[config.mk]
export PLATFORM = sky130hd
export DESIGN_NAME = sid_write_sched
export DESIGN_NICKNAME = d
export VERILOG_FILES = /design/src/rtl/sid_sched_pkg.sv /design/src/rtl/sid_sched_fifo.sv /design/src/rtl/sid_write_sched.sv
export SDC_FILE = /design/constraint.sdc
export NUM_CORES = 1
export LEC_CHECK = 0
export ABC_AREA = 1
export CORE_ASPECT_RATIO = 1.2
export CORE_MARGIN = 2
export CORE_UTILIZATION = 38
export CTS_CLUSTER_SIZE = 30
export DETAILED_ROUTE_END_ITERATION = 10
export HOLD_SLACK_MARGIN = 0.12
export PLACE_DENSITY = 0.63
export SYNTH_ARGS = -nofsm -noshare
export SYNTH_HDL_FRONTEND = slang
export SYNTH_HIERARCHICAL = 1
export SYNTH_SLANG_ARGS = --single-unit
[constraint.sdc]
create_clock -name clk -period 3.9 [get_ports clk]
set_input_delay 0.975 -clock clk [delete_from_list [all_inputs] [get_ports clk]]
set_output_delay 0.975 -clock clk [all_outputs]
set_load 0.02 [all_outputs]
[src/rtl/sid_sched_pkg.sv]
// sid_sched_pkg: scheduler FSM encoding, FIFO entry layout and sid register constants
package sid_sched_pkg;
  typedef enum logic [1:0] {S_IDLE, S_WAIT, S_ISSUE, S_MUTE} state_t;
  localparam int ENTRY_FIXED_W = 13;
  localparam int DATA_LSB = 0;
  localparam int ADDR_LSB = 8;
  localparam int DELAY_LSB = 13;
  localparam logic [4:0] SID_REG_MODEVOL = 5'h18;
  function automatic int entry_w(input int delay_w);
    return delay_w + ENTRY_FIXED_W;
  endfunction
endpackage

[src/rtl/sid_sched_fifo.sv]
// sid_sched_fifo: synchronous FIFO with occupancy count and synchronous clear.
// Caller guarantees no push when full and no pop when empty.
module sid_sched_fifo #(
  parameter int DEPTH = 16,
  parameter int W = 29,
  localparam int AW = $clog2(DEPTH),
  localparam int LW = AW + 1
) (
  input  logic          clk,
  input  logic          i_rst_n,
  input  logic          i_clr,
  input  logic          i_push,
  input  logic          i_pop,
  input  logic [W-1:0]  i_data,
  output logic [W-1:0]  o_data,
  output logic [LW-1:0] o_count
);
  logic [W-1:0]  r_mem [DEPTH];
  logic [AW-1:0] r_wr_ptr, r_rd_ptr;
  logic [LW-1:0] r_count;
  always_ff @(posedge clk)
    if (i_push) r_mem[r_wr_ptr] <= i_data;
  always_ff @(posedge clk or negedge i_rst_n)
    if (!i_rst_n) begin
      r_wr_ptr <= '0;
      r_rd_ptr <= '0;
      r_count  <= '0;
    end else if (i_clr) begin
      r_wr_ptr <= '0;
      r_rd_ptr <= '0;
      r_count  <= '0;
    end else begin
      if (i_push) r_wr_ptr <= r_wr_ptr + AW'(1);
      if (i_pop) r_rd_ptr <= r_rd_ptr + AW'(1);
      r_count <= r_count + LW'(i_push) - LW'(i_pop);
    end
  assign o_data  = r_mem[r_rd_ptr];
  assign o_count = r_count;
endmodule

[src/rtl/sid_write_sched.sv]
// sid_write_sched: delayed sid register-write scheduler sharing the sid bus with a host read port.
// Optional SID_SCHED_FLUSH_EN adds iFlush, which empties the queue and issues a volume mute write.
module sid_write_sched
  import sid_sched_pkg::*;
#(
  parameter int DEPTH = 16,
  parameter int DELAY_W = 16
) (
  input  logic               clk,
  input  logic               iRstN,
  input  logic               clkEn,
  input  logic               iValid,
  output logic               oReady,
  input  logic [DELAY_W-1:0] iDelay,
  input  logic [4:0]         iAddr,
  input  logic [7:0]         iData,
  input  logic               iRdReq,
  input  logic [4:0]         iRdAddr,
  output logic               oRdAck,
  output logic               oRdValid,
  output logic [7:0]         oRdData,
  output logic               oSidWE,
  output logic [4:0]         oSidAddr,
  output logic [7:0]         oSidDataW,
  input  logic [7:0]         iSidDataR,
`ifdef SID_SCHED_FLUSH_EN
  input  logic               iFlush,
`endif
  output logic [$clog2(DEPTH):0] oLevel
);
  localparam int EW = entry_w(DELAY_W);
  localparam int LW = $clog2(DEPTH) + 1;
  state_t r_state, w_state_nxt;
  logic [DELAY_W-1:0] r_cnt;
  logic [4:0] r_waddr, r_addr, w_addr_nxt;
  logic [7:0] r_wdata, r_data, w_data_nxt, r_rd_data;
  logic r_we, r_rd_pend, r_rd_valid;
  logic [EW-1:0] w_head;
  logic w_flush, w_empty, w_push, w_pop, w_bus_wr;
`ifdef SID_SCHED_FLUSH_EN
  assign w_flush = iFlush;
`else
  assign w_flush = 1'b0;
`endif
  assign w_empty = oLevel == '0;
  assign oReady  = (oLevel != LW'(DEPTH)) && !w_flush && (r_state != S_MUTE);
  assign w_push  = iValid && oReady;
  assign w_pop   = (r_state == S_IDLE) && !w_empty && !w_flush;
  sid_sched_fifo #(.DEPTH(DEPTH), .W(EW)) u_fifo (
    .clk(clk),
    .i_rst_n(iRstN),
    .i_clr(w_flush),
    .i_push(w_push),
    .i_pop(w_pop),
    .i_data({iDelay, iAddr, iData}),
    .o_data(w_head),
    .o_count(oLevel)
  );
  always_ff @(posedge clk or negedge iRstN)
    if (!iRstN) r_state <= S_IDLE;
    else r_state <= w_state_nxt;
  always_comb
    w_state_nxt = w_flush ? S_MUTE :
                  (r_state == S_IDLE) ? (w_empty ? S_IDLE : S_WAIT) :
                  (r_state == S_WAIT) ? ((r_cnt == '0) ? S_ISSUE : S_WAIT) : S_IDLE;
  // A write landing on the bus next cycle pre-empts any host read this cycle
  always_comb begin
    w_bus_wr   = (w_state_nxt == S_ISSUE) || (w_state_nxt == S_MUTE);
    oRdAck     = iRdReq && !w_bus_wr;
    w_addr_nxt = (w_state_nxt == S_MUTE) ? SID_REG_MODEVOL :
                 (w_state_nxt == S_ISSUE) ? r_waddr : oRdAck ? iRdAddr : r_addr;
    w_data_nxt = (w_state_nxt == S_MUTE) ? 8'h00 : (w_state_nxt == S_ISSUE) ? r_wdata : r_data;
  end
  always_ff @(posedge clk or negedge iRstN)
    if (!iRstN) begin
      r_cnt      <= '0;
      r_waddr    <= '0;
      r_wdata    <= '0;
      r_we       <= 1'b0;
      r_addr     <= '0;
      r_data     <= '0;
      r_rd_pend  <= 1'b0;
      r_rd_valid <= 1'b0;
      r_rd_data  <= '0;
    end else begin
      if (w_pop) begin
        r_cnt   <= w_head[DELAY_LSB +: DELAY_W];
        r_waddr <= w_head[ADDR_LSB +: 5];
        r_wdata <= w_head[DATA_LSB +: 8];
      end else if ((r_state == S_WAIT) && clkEn && (r_cnt != '0)) r_cnt <= r_cnt - DELAY_W'(1);
      r_we       <= w_bus_wr;
      r_addr     <= w_addr_nxt;
      r_data     <= w_data_nxt;
      r_rd_pend  <= oRdAck;
      r_rd_valid <= r_rd_pend;
      if (r_rd_pend) r_rd_data <= iSidDataR;
    end
  assign oSidWE    = r_we;
  assign oSidAddr  = r_addr;
  assign oSidDataW = r_data;
  assign oRdValid  = r_rd_valid;
  assign oRdData   = r_rd_data;
endmodule

### Yosys cells after proc, flatten, opt, wreduce, memory -nomap -nowiden

Memory sizes are Yosys's and may differ from the RTL's.
Index checks and enable logic that the tools add are counted.
W data, S select, Z words.

| storage, ports and cells | value |
|---|---|
| bits in registers | 68 |
| memory bits (writable) | 464 |
| input bits | 47 |
| output and inout bits | 30 |
| logic and storage cells | 53 |
| memories | 1 |

Memory list:

| name | words | bits a word | rd ports | clocked after memory_dff | write ports | RTL line | RTL |
|---|---|---|---|---|---|---|---|
| u_fifo.r_mem | 16 | 29 | 1 | 0 | 1 | sid_sched_fifo.sv:18 | `logic [W-1:0] r_mem [DEPTH];` |

| operators by class | value |
|---|---|
| $add $sub $neg | 5 |
| eq/ne operators | 5 |
| mux-type cells | 13 |
| reductions and logical operators | 16 |

Operators with widths:

| kind | count |
|---|---|
| $mux W16 | 2 |
| $logic_not A16 Y1 | 1 |
| $mux W8 | 2 |
| $reduce_bool A16 Y1 | 1 |
| $sub A16 B1 Y16 const B | 1 |
| $mux W5 | 3 |
| $add A4 B1 Y4 const B | 2 |
| $logic_and A1 B1 Y1 | 6 |
| $mux W2 | 3 |
| $add A5 B1 Y5 | 1 |
| $logic_not A5 Y1 | 1 |
| $ne A5 B5 Y1 const B | 1 |
| $sub A5 B1 Y5 | 1 |
| $eq A2 B2 Y1 const B | 2 |
| $reduce_bool A2 Y1 | 2 |
| $mux W1 | 3 |
| $reduce_bool A3 Y1 | 1 |
| $eq A2 B1 Y1 const B | 1 |
| $logic_not A1 Y1 | 2 |
| $logic_not A2 Y1 | 1 |
| $ne A2 B2 Y1 const B | 1 |
| $logic_or A1 B1 Y1 | 1 |

### Logic depth before layout (Yosys ltp)

| logic depth | value |
|---|---|
| word-level depth | 11 |
| gate-level depth with buffers | 17 |
| mapped depth without buffers | 16 |

### Cells and area by module

The synthesis kept the hierarchy.

By module, submodules not included:

| module | instances | cells each | area an instance (µm²) | sequential area each (µm²) |
|---|---|---|---|---|
| sid_sched_fifo | 1 | 1,978 | 20,687.3 | 14,258.7 |
| sid_write_sched | 1 | 365 | 2,870.3 | 1,376.3 |

### Worst setup path after synthesis

Ideal clock, no wire load.

| path | value |
|---|---|
| path type | in2reg |
| start | input port iValid |
| end | memory u_fifo.r_mem[11][0] (enable) |
| library setup time | 0.415 ns |
| arrival | 2.795 ns |
| data required time | 3.485 ns |
| path slack | 0.690 ns |
| cell stages on the path | 5 |
| path buffers | 1 |
| path through | inv_1 nor2_1 clkbuf_1 nand2_1 nor2_1 |

| between the ends | value |
|---|---|
| cells in the longest elaborated chain, start to end | 3 |

Ends and longest elaborated chain:

| what | RTL line | RTL |
|---|---|---|
| start, declared | sid_write_sched.sv:12 | `input logic iValid,` |
| $logic_and A1 B1 Y1 | sid_write_sched.sv:47 | `assign w_push = iValid && oReady;` |
| named net w_push | sid_write_sched.sv:39 | `logic w_flush, w_empty, w_push, w_pop, w_bus_wr;` |
| $mux W1 | sid_sched_fifo.sv:22 | `if (i_push) r_mem[r_wr_ptr] <= i_data;` |
| $mux W1 (implied by the code) | sid_sched_fifo.sv:22 |  |
| end, declared | sid_sched_fifo.sv:18 |  |

The timed path passes the listed nets, and every way through them passes these cells.

### Worst setup path after layout

| path | value |
|---|---|
| start | register r_cnt[0] |
| end | output port oRdAck |

| between the ends | value |
|---|---|
| cells in the longest elaborated chain, start to end | 8 |
| elaborated cells between the ends (all ways) | 9 |
| those cells by class | eq/ne (2); mux (3); reduce/logical (4) |

Ends and longest elaborated chain:

| what | RTL line | RTL |
|---|---|---|
| start, declared | sid_write_sched.sv:34 | `logic [DELAY_W-1:0] r_cnt;` |
| start signal, assigned | sid_write_sched.sv:87 | `r_cnt <= w_head[DELAY_LSB +: DELAY_W];` |
| start signal, assigned | sid_write_sched.sv:90 | `end else if ((r_state == S_WAIT) && clkEn && (r_cnt != '0)) r_cnt <= r_cnt - DELAY_W'(1);` |
| $logic_not A16 Y1 * | sid_write_sched.sv:65 | `(r_state == S_WAIT) ? ((r_cnt == '0) ? S_ISSUE : S_WAIT) : S_IDLE;` |
| $mux W2 * (2 in a row) | sid_write_sched.sv:65 |  |
| $mux W2 * | sid_write_sched.sv:64 | `(r_state == S_IDLE) ? (w_empty ? S_IDLE : S_WAIT) :` |
| $eq A2 B2 Y1 | sid_write_sched.sv:68 | `w_bus_wr = (w_state_nxt == S_ISSUE) \|\| (w_state_nxt == S_MUTE);` |
| $logic_or A1 B1 Y1 * | sid_write_sched.sv:68 |  |
| $logic_not A1 Y1 * | sid_write_sched.sv:69 | `oRdAck = iRdReq && !w_bus_wr;` |
| $logic_and A1 B1 Y1 * | sid_write_sched.sv:69 |  |
| end, declared | sid_write_sched.sv:19 | `output logic oRdAck,` |

Every way passes the cells marked *; elsewhere a longest branch is shown, timed or not.

==> impl_results.md <==
- Syn-to-layout area delta: 14.1%
- DR pass1 iterations: 5
- Vias in the first global route: 15738
- Root buf cell: clkbuf_16
- Worst Hold Class: reg2reg
- Outcome: completed
- Slew headroom: 2.05%
- Crit-path slowest cell: clkdlybuf4s50_1
- FMAX: 0.277 GHz
- Detailed Place HPWL: 30900 um
- First-pass GRT wire length: 85900 um
- Reg clk slew, reported paths: 60 ps
- Setup Skew: 26.3 ps
- Crit Path Max Fanout: 12
- Ports: 77
- Port Buffers: 76
- Worst VDD drop: 545 uV
- Post-route ant nets: 0
- Vias per Instance: 4.86
- CP max stage delay: 550 ps
- #FFs+latches synth: 532
- Cells after Synth: 2343
- Die height: 277 um
- Sequential-to-total area share from yosys stat: 66.4%
- Drt initial violations: 1354
- Static leakage: 0.0115 uW
- Post-CTS Setup Inserts: 0
- DRC: 0
- CTS H-Tree Depth: 2
- Ys async rst share: 12.8%
- Fin util: 43.6%
- CTS tree: built
- Critical path class: reg2out
- GP Congestion: 0.779
- Filler cells: 5652
- Dpl cells: 3168
- Synth Flop Type: edfxtp_1
- CP dominant cell by count: inv_1
- Synth warnings: 6
- Worst Path Required: 2920 ps
- Initial Util: 38.2%
- Fin crit share: 92.7%
- Die area: 64000 um^2
- Initial antenna violation count: 0
- Commonest non-fill, non-tap cell in the layout: nand2_1
- Tmin final: 3620 ps
- Rows: 100
- Final setup violation count: 0
- Hold_buf cts: 0
- Finished Layout Cells: 3261
- Max Cap Viol: 0
- Num CTS Buffers: 51
- Pin count of the biggest net entering global routing: 219
- Pwr per Cell Area: 547 nW/um^2
- Worst-Margin Slew: 1470 ps
- RSZ-0062 raised after global routing: false
- Diode count: 0
- Post-Syn Area: 23600 um^2
- WL per Instance: 16.9 um
- Multi-input gate area: 5890 um^2
- Clk_lat worst skew: 600 ps
- CP Launch Type: flop
- WP data arrival: 2640 ps
- Core box area: 61700 um^2
- Sink Count: 532
- Post-synth EDFFs: 464
- Post-CTS Resized: 0
- Cell variety after synth: 36
- Clock buffer depth: 3
- Vias: 15861
- Final WL: 55200 um
- GRT overflow: 0
- TNS Setup: 0 ps
- Register area: 15600 um^2
- Most frequent cells in the layout: nand2_1, edfxtp_1, inv_1, nand3_1, clkdlybuf4s50_1
- Mean post-synth cell area: 10.1 um^2
- Worst-path cell chain: inv_1 -> ha_1 -> nand2_2 -> nor2_4 -> nand3_2 -> nand2_1 -> inv_1 -> clkdlybuf4s50_1
- Critical Path End Type: primary output
- Gr usage total: 17.3%
- DIE WIDTH: 231 um
- # nets final: 2465
- Reg2reg setup slack: 1140 ps
- Layout cells sized above 1: 7.08%
- Hold Vio Cnt, Final: 0
- Power Total: 14700 uW
- Max-slew violations: 0
-- power by group --
group	internal [uW]	total, uW	switching [uW]
registers	6530	6730	202
clock network	2940	5040	2110
logic	928	2920	1990
-- path summary, 6_finish.rpt --
| path | depth (start not counted) | endpoint | startpoint |
|---|---|---|---|
| setup / recovery | 8 | oRdAck | r_cnt[0] |
| max in group asynchronous | 1 | u_fifo/r_rd_ptr[0] | iRstN |
| min in group asynchronous | 1 | r_cnt[5] | iRstN |
| hold / removal | 2 | oSidDataW[6] | r_wdata[6] |
| setup reg to reg | 11 | r_cnt[10] | u_fifo/r_rd_ptr[0] |
| hold reg to reg | 2 | oSidDataW[6] | r_wdata[6] |
-- final cells by class --
cell class	instances	share of cell area (%)
clock buffers	58	4.84
inverters	405	5.68
repair buffers	110	4.14
well taps	816	3.80
flip-flops and latches	532	58.2
multi-input cells	1305	21.9
clock inverters	35	1.46
-- sequential cells by signal, summed over array words and instances (netlist names), 4 cells and up --
register	flops
u_fifo/r_mem	464
r_cnt	16
oRdData	8
oSidDataW	8
r_wdata	8
oSidAddr	5
r_waddr	5
u_fifo/o_count	5
u_fifo/r_rd_ptr	4
u_fifo/r_wr_ptr	4
-- synthesized netlist by cell type (all sizes together), types with 2 or more instances --
master	n	share of area, %
xor2	2	0.074
inv	405	6.5
nand3b	2	0.064
edfxtp	464	59
nand3	378	8.2
nor3	3	0.11
mux2	8	0.38
o21ai	17	0.42
buf	94	2.6
ha	12	0.64
nor2	71	1.3
or2	4	0.11
nand2	789	13
dfrtp	68	7.2
a21oi	8	0.17
clkbuf	12	0.19
-- cell families (layout without fill, tap and decap cells) --
group,Yosys count,after routing,synth area share [%]
simple gates,1247,1247,22.5
flops,532,532,66.4
buf+inv,511,608,9.24
compound gates,29,29,0.717
fa+ha+maj,13,13,0.722
mux,8,8,0.382
xor+xnor,2,2,0.0744
other cells,1,6,0.0159
-- worst max-delay path, delay by kind of cell (launching register included) --
family                   cells  cell delay [ps]
flip-flops                   1              400
buffers and inverters        3              810
adder cells (fa/ha/maj)      1              190
AND/OR/NAND/NOR              4              660
-- layer usage --
metal / global-route usage, % / vias up / share of wire [%]
met3: 2.80 / 117 / 6.3
li1: - / 7603 / -
met4: 6.45 / 0 / 3.0
met2: 30.2 / 475 / 50
met1: 21.4 / 7666 / 41
met5: 0 / - / 0
-- stage by stage --
step / hold WS (ps) / setup WS (ps) / area (um^2)
floorplan: 352 / 690 / 23600
global placement: 454 / 630 / 25200
detailed placement: 457 / 612 / 25200
CTS: 475 / 220 / 26900
global route: 487 / 86.5 / 26900
finish: 470 / 283 / 26900
Power figures use the tool's default switching activity.
